### config.mk
export PLATFORM = sky130hd
export DESIGN_NAME = sprite_overlay
export DESIGN_NICKNAME = d
export VERILOG_FILES = /design/src/rtl/sprite_overlay.sv
export SDC_FILE = /design/constraint.sdc
export NUM_CORES = 2
export LEC_CHECK = 0
export ABC_AREA = 1
export CAP_MARGIN = 20
export CORE_MARGIN = 2
export CORE_UTILIZATION = 65
export CTS_CLUSTER_SIZE = 20
export DETAILED_ROUTE_END_ITERATION = 6
export HOLD_SLACK_MARGIN = 0.06
export PLACE_DENSITY = 0.82
export SLEW_MARGIN = 40
export SYNTH_ARGS = -nofsm -noshare
export SYNTH_HDL_FRONTEND = slang
export SYNTH_SLANG_ARGS = --single-unit
### constraint.sdc
create_clock -name clkPixel -period 14.6 [get_ports clkPixel]
set_input_delay 2.92 -clock clkPixel [delete_from_list [all_inputs] [get_ports clkPixel]]
set_output_delay 2.92 -clock clkPixel [all_outputs]
set_load 0.02 [all_outputs]
### src/rtl/sprite_overlay.sv
// sprite_overlay: final pixel-rate compositor in front of the VGA pins.
// Overlays one 16x16, 4-bit-indexed sprite with a 16-entry 12-bit palette
// onto the background stream. It is a two-stage pipeline with fixed 2-cycle
// latency for RGB, videoActive and both syncs.
//
// Stream semantics: there is no valid/ready handshake and no back-pressure.
// Every clkPixel cycle carries exactly one pixel, and videoActive qualifies it.
// The table/position write port is fire-and-forget: a strobe (wrEn or posWr)
// is consumed on the edge where it is high.
module sprite_overlay #(
  parameter logic [9:0] V_ACTIVE  = 10'd480,
  parameter logic       SYNC_IDLE = 1'b1
) (
  input  logic        clkPixel,
  input  logic        reset,
  input  logic [9:0]  hPos,
  input  logic [9:0]  vPos,
  input  logic        videoActive,
  input  logic        hsyncIn,
  input  logic        vsyncIn,
  input  logic [3:0]  redIn,
  input  logic [3:0]  greenIn,
  input  logic [3:0]  blueIn,
  input  logic        wrEn,
  input  logic [8:0]  wrAddr,
  input  logic [11:0] wrData,
  input  logic        posWr,
  input  logic [9:0]  posX,
  input  logic [9:0]  posY,
  input  logic        spriteEn,
  output logic [3:0]  red,
  output logic [3:0]  green,
  output logic [3:0]  blue,
  output logic        hsyncOut,
  output logic        vsyncOut
);

  // Position double buffer: shadow is software-visible, live drives the compare
  logic [9:0] shadow_x, shadow_y, live_x, live_y;
  logic       shadow_en, live_en;
  logic       latch_now;

  // Stage-1 compare terms
  logic [10:0] dx, dy;
  logic        hit_c;
  logic [7:0]  rd_addr;

  // Storage
  logic [3:0]  bitmap [256];
  logic [11:0] palette [16];

  // Stage-1 registers
  logic [3:0]  s1_index;
  logic        s1_hit, s1_active, s1_hs, s1_vs;
  logic [11:0] s1_rgb;

  // Stage-2 selected colour
  logic [11:0] pix_c;

  assign latch_now = (vPos == V_ACTIVE) && (hPos == 10'd0);

  // Shadow position/enable: loaded by posWr at any time
  always_ff @(posedge clkPixel or posedge reset) begin
    if (reset) begin
      shadow_x  <= '0;
      shadow_y  <= '0;
      shadow_en <= 1'b0;
    end else if (posWr) begin
      shadow_x  <= posX;
      shadow_y  <= posY;
      shadow_en <= spriteEn;
    end
  end

  // Live position: copied once per frame at the first blanking line; a
  // coincident posWr is forwarded so the fresh value is not lost for a frame
  always_ff @(posedge clkPixel or posedge reset) begin
    if (reset) begin
      live_x  <= '0;
      live_y  <= '0;
      live_en <= 1'b0;
    end else if (latch_now) begin
      live_x  <= posWr ? posX     : shadow_x;
      live_y  <= posWr ? posY     : shadow_y;
      live_en <= posWr ? spriteEn : shadow_en;
    end
  end

  // 11-bit differences: the extra bit keeps hPos<liveX from aliasing into 0..15
  assign dx      = {1'b0, hPos} - {1'b0, live_x};
  assign dy      = {1'b0, vPos} - {1'b0, live_y};
  assign hit_c   = videoActive && live_en &&
                   (hPos >= live_x) && (dx < 11'd16) &&
                   (vPos >= live_y) && (dy < 11'd16);
  assign rd_addr = {dy[3:0], dx[3:0]};

  // Bitmap RAM: one write port, one registered read port (read-old-on-collision)
  always_ff @(posedge clkPixel) begin
    if (wrEn && !wrAddr[8]) begin
      bitmap[wrAddr[7:0]] <= wrData[3:0];
    end
    s1_index <= bitmap[rd_addr];
  end

  // Palette flops: cleared on reset, written through the table port
  always_ff @(posedge clkPixel or posedge reset) begin
    if (reset) begin
      for (int i = 0; i < 16; i++) begin
        palette[i] <= '0;
      end
    end else if (wrEn && wrAddr[8]) begin
      palette[wrAddr[3:0]] <= wrData;
    end
  end

  // Stage 1: register hit, background colour, active flag and syncs
  always_ff @(posedge clkPixel or posedge reset) begin
    if (reset) begin
      s1_hit    <= 1'b0;
      s1_active <= 1'b0;
      s1_rgb    <= '0;
      s1_hs     <= SYNC_IDLE;
      s1_vs     <= SYNC_IDLE;
    end else begin
      s1_hit    <= hit_c;
      s1_active <= videoActive;
      s1_rgb    <= {redIn, greenIn, blueIn};
      s1_hs     <= hsyncIn;
      s1_vs     <= vsyncIn;
    end
  end

  // Stage-2 select: blank outside the active area, index 0 is transparent
  always_comb begin
    pix_c = s1_rgb;
    if (!s1_active) begin
      pix_c = '0;
    end else if (s1_hit && (s1_index != 4'd0)) begin
      pix_c = palette[s1_index];
    end
  end

  // Stage 2: output registers driving the pins
  always_ff @(posedge clkPixel or posedge reset) begin
    if (reset) begin
      red      <= '0;
      green    <= '0;
      blue     <= '0;
      hsyncOut <= SYNC_IDLE;
      vsyncOut <= SYNC_IDLE;
    end else begin
      red      <= pix_c[11:8];
      green    <= pix_c[7:4];
      blue     <= pix_c[3:0];
      hsyncOut <= s1_hs;
      vsyncOut <= s1_vs;
    end
  end

endmodule

==> flow_metrics.tcl <==
set metrics [dict create \
    critPathRequiredTime_ps 15210 \
    fp.dieW_um 297.5 \
    p_sw_w 0.001991 \
    clock_latency_ps 730 \
    finalCritPeriodShare 0.4625 \
    final_common_cell "nand2_1" \
    vias 41300 \
    grt_max_degree 190 \
    ir_worst_vdd_uv 111.8 \
    cts_root_buffer "clkbuf_16" \
    die_area_mm2 0.08849 \
    ys_types 38 \
    cts_tree "yes" \
    fmax_mhz 148.1 \
    fillerInstances 5726 \
    slew_viol_final 0 \
    initial_utilization 0.6564 \
    p_seq_frac 0.509 \
    slowest_delay_ps 950 \
    layout_setup_ws_ps 7847 \
    grt_pass1_vias 39460 \
    place_congestion 0.8638 \
    power_switching_share 0.2439 \
    rows 107 \
    worst_pin_slew_ps 907.3 \
    timing.max_cap.violations 0 \
    grtUsageTotal 0.3234 \
    worst_path_max_delay_cell "fa_4" \
    period_minus_slack_ps 6753 \
    yosysWarnings 0 \
    clkPwrFrac 0.400 \
    final_cell_mix "nand2_1, edfxtp_1, nor2_1" \
    die-height_um 297.5 \
    drt.antenna.violating_nets 0 \
    cts_buffers 132 \
    num-nets-final 5697 \
    antenna_found_initial 5 \
    wl_um 144000 \
    crit_buf_inv 5 \
    start_kind "primary input" \
    fp.coreArea_mm2 0.08528 \
    power_density_mw_per_mm2 132.2 \
    clock-sinks 1292 \
    rsz0062_at_grt "no" \
    clkTransAtPathRegs_ps 70 \
    path_cells "clkdlybuf4s50_1, inv_1, ha_4, fa_4, buf_4, buf_12, buf_6, nor2_1, o21ai_0, nand3_1, nand2_1, nand2_1, nand3_1, nand3_1, nand3_1, nand2_1, nand2_1, nand2_1" \
    drive_gt1_frac 0.05635 \
    synth_nets 5752 \
    syn_inst 5649 \
    overflow 0 \
    io_buffers 94 \
    p_int_w 0.006173 \
    dr.pass1.iters 7 \
    finalHoldViolCount 0 \
    drc 5 \
    drt_iter0_drc 5986 \
    pwr-share-comb 0.091 \
    synth-seq-area-share 0.6688 \
    pin_count 95 \
    ys_ff_latch 1292 \
    violations "design-rule violations" \
    h-tree-depth 4 \
    place_ws_ps 7029 \
    avgRoutedWirePerCell_um 21.05 \
    cts_setup_buffers 0 \
    worst_setup_path_end_kind "register" \
    finalSetupViolCount 0 \
    grt_pass1_wl_um 220900 \
    cts_resized 0 \
    fin_setup_tns_ps 0 \
    ctsHoldBuffers 0 \
    syn_avg_cell_area_um2 9.909 \
    hp-class "reg -> reg" \
    arrival_ps 7370 \
    critPathMaxFanout 79 \
    cpLargestDelayFamily "buffers and inverters" \
    clock_path_buffers 3 \
    crit_type "in -> reg" \
    slew_headroom 0.3930 \
    power_leakage_nw 24.72 \
    status "finished, violations left" \
    area_growth_pct 10.35 \
    critPathMostFrequentCell "nand2_1" \
    dp_hpwl_um 80200 \
    netlist_area_mm2 0.05598 \
    drt-vias-per-instance 6.036 \
    fin_worst_skew_ps 25.92 \
]
[layer usage]
layer  track usage  vias up  routed length, um
li1              -    18620                  -
met1        0.4262    19620              52900
met2        0.5167     2604              67900
met3       0.06646      452              16130
met4        0.1601        4               7053
met5             0        -                 26
[final timing paths]
| kind | from | endpoint | slack (ps) | depth (start not counted) |
|---|---|---|---|---|
| worst min register to register | s1_vs | vsyncOut | 360 | 0 |
| worst min-delay path | s1_vs | vsyncOut | 360 | 0 |
| min in group asynchronous | reset | palette[118] | 2720 | 2 |
| max in group asynchronous | reset | s1_active | 10760 | 3 |
| worst max-delay path | hPos[0] | s1_index[2] | 7850 | 18 |
| worst max register to register | live_x[0] | s1_index[2] | 10170 | 16 |
[synth_stat cells]
master	instances	area (um^2)
nand3b_1	4	30.03
clkbuf_1	200	750.7
a41oi_1	1	8.760
ha_1	20	250.2
nor2_1	732	2748
a31oi_1	10	62.56
edfxtp_1	1024	30750
dfxtp_1	4	80.08
dfrtp_1	260	6506
nor4_1	3	18.77
inv_4	1	6.260
mux2_2	21	236.5
o22ai_1	34	212.7
o21ai_1	6	30.03
o21a_1	4	30.03
nand2_1	1801	6760
xnor2_1	2	17.52
inv_2	3	11.26
or2_2	14	87.58
buf_1	27	101.4
a221oi_1	1	8.760
buf_6	7	78.83
o221ai_1	6	52.55
buf_4	15	112.6
o211ai_1	5	37.54
o21ai_0	477	2387
nand3_1	497	2487
inv_1	320	1201
xor2_1	3	26.28
a21o_1	1	7.510
nand4_1	6	37.54
nor3b_1	1	7.510
buf_2	92	460.4
dfstp_2	4	105.1
a21oi_1	34	170.2
a31o_2	6	52.55
fa_1	2	40.04
o21bai_1	1	7.510
[layout make-up]
cell class,count,area (um^2),area share
sequential,1292,37440,0.6061
multi-input combinational,3692,15920,0.2578
clock buffer,171,3583,0.05801
timing repair buffer,152,1569,0.02540
tap,1144,1431,0.02317
inverter,324,1254,0.02030
clock inverter,66,565.5,0.009155
antenna,1,2.502,0.00004051
[power by group through the flow]
stage	combinational (W)	sequential (W)	clock, W
floorplan	0.000467	0.00421	0
global placement	0.000690	0.00422	0
detailed placement	0.000710	0.00423	0
CTS	0.000721	0.00415	0.00328
global route	0.000813	0.00416	0.00342
finish	0.000741	0.00416	0.00327
[per-stage QoR]
step / instances / util / power, W / instance area [um^2] / hold slack, ps
6_report: 6842 / 0.7244 / 0.008164 / 61770 / 359.9
5_1_grt: 6841 / 0.7243 / 0.008400 / 61770 / 367.3
4_1_cts: 6838 / 0.7225 / 0.008152 / 61610 / 358.9
3_5_place_dp: 6601 / 0.6738 / 0.004935 / 57460 / 350.7
3_3_place_gp: 6597 / 0.6725 / 0.004912 / 57350 / 345.9
2_1_floorplan: 5649 / - / 0.004677 / 55980 / 345.2
[flip-flops by register name, indices dropped and copies added, names as in the netlist, 10 cells and up]
| register | flops |
|---|---|
| shadow_y | 10 |
| s1_rgb | 12 |
| live_y | 10 |
| palette | 192 |
| shadow_x | 10 |
| bitmap | 1024 |
| live_x | 10 |
[cells by family after synthesis]
family | share of synthesized area
AND/OR/NAND/NOR | 0.2175
XOR/XNOR | 0.0007824
AO/OA/AOI/OAI | 0.05481
buffers and inverters | 0.04864
multiplexers | 0.004224
flip-flops | 0.6688
adder cells (fa/ha/maj) | 0.005186
[worst register-to-register path, delay by kind of cell, from the launching register on]
family | cells | cell delay [ps]
fa+ha+maj | 2 | 1130
flops | 1 | 410
compound gates | 1 | 140
simple gates | 10 | 1230
buf+inv | 3 | 1400
(Power assumes the default switching activity.)
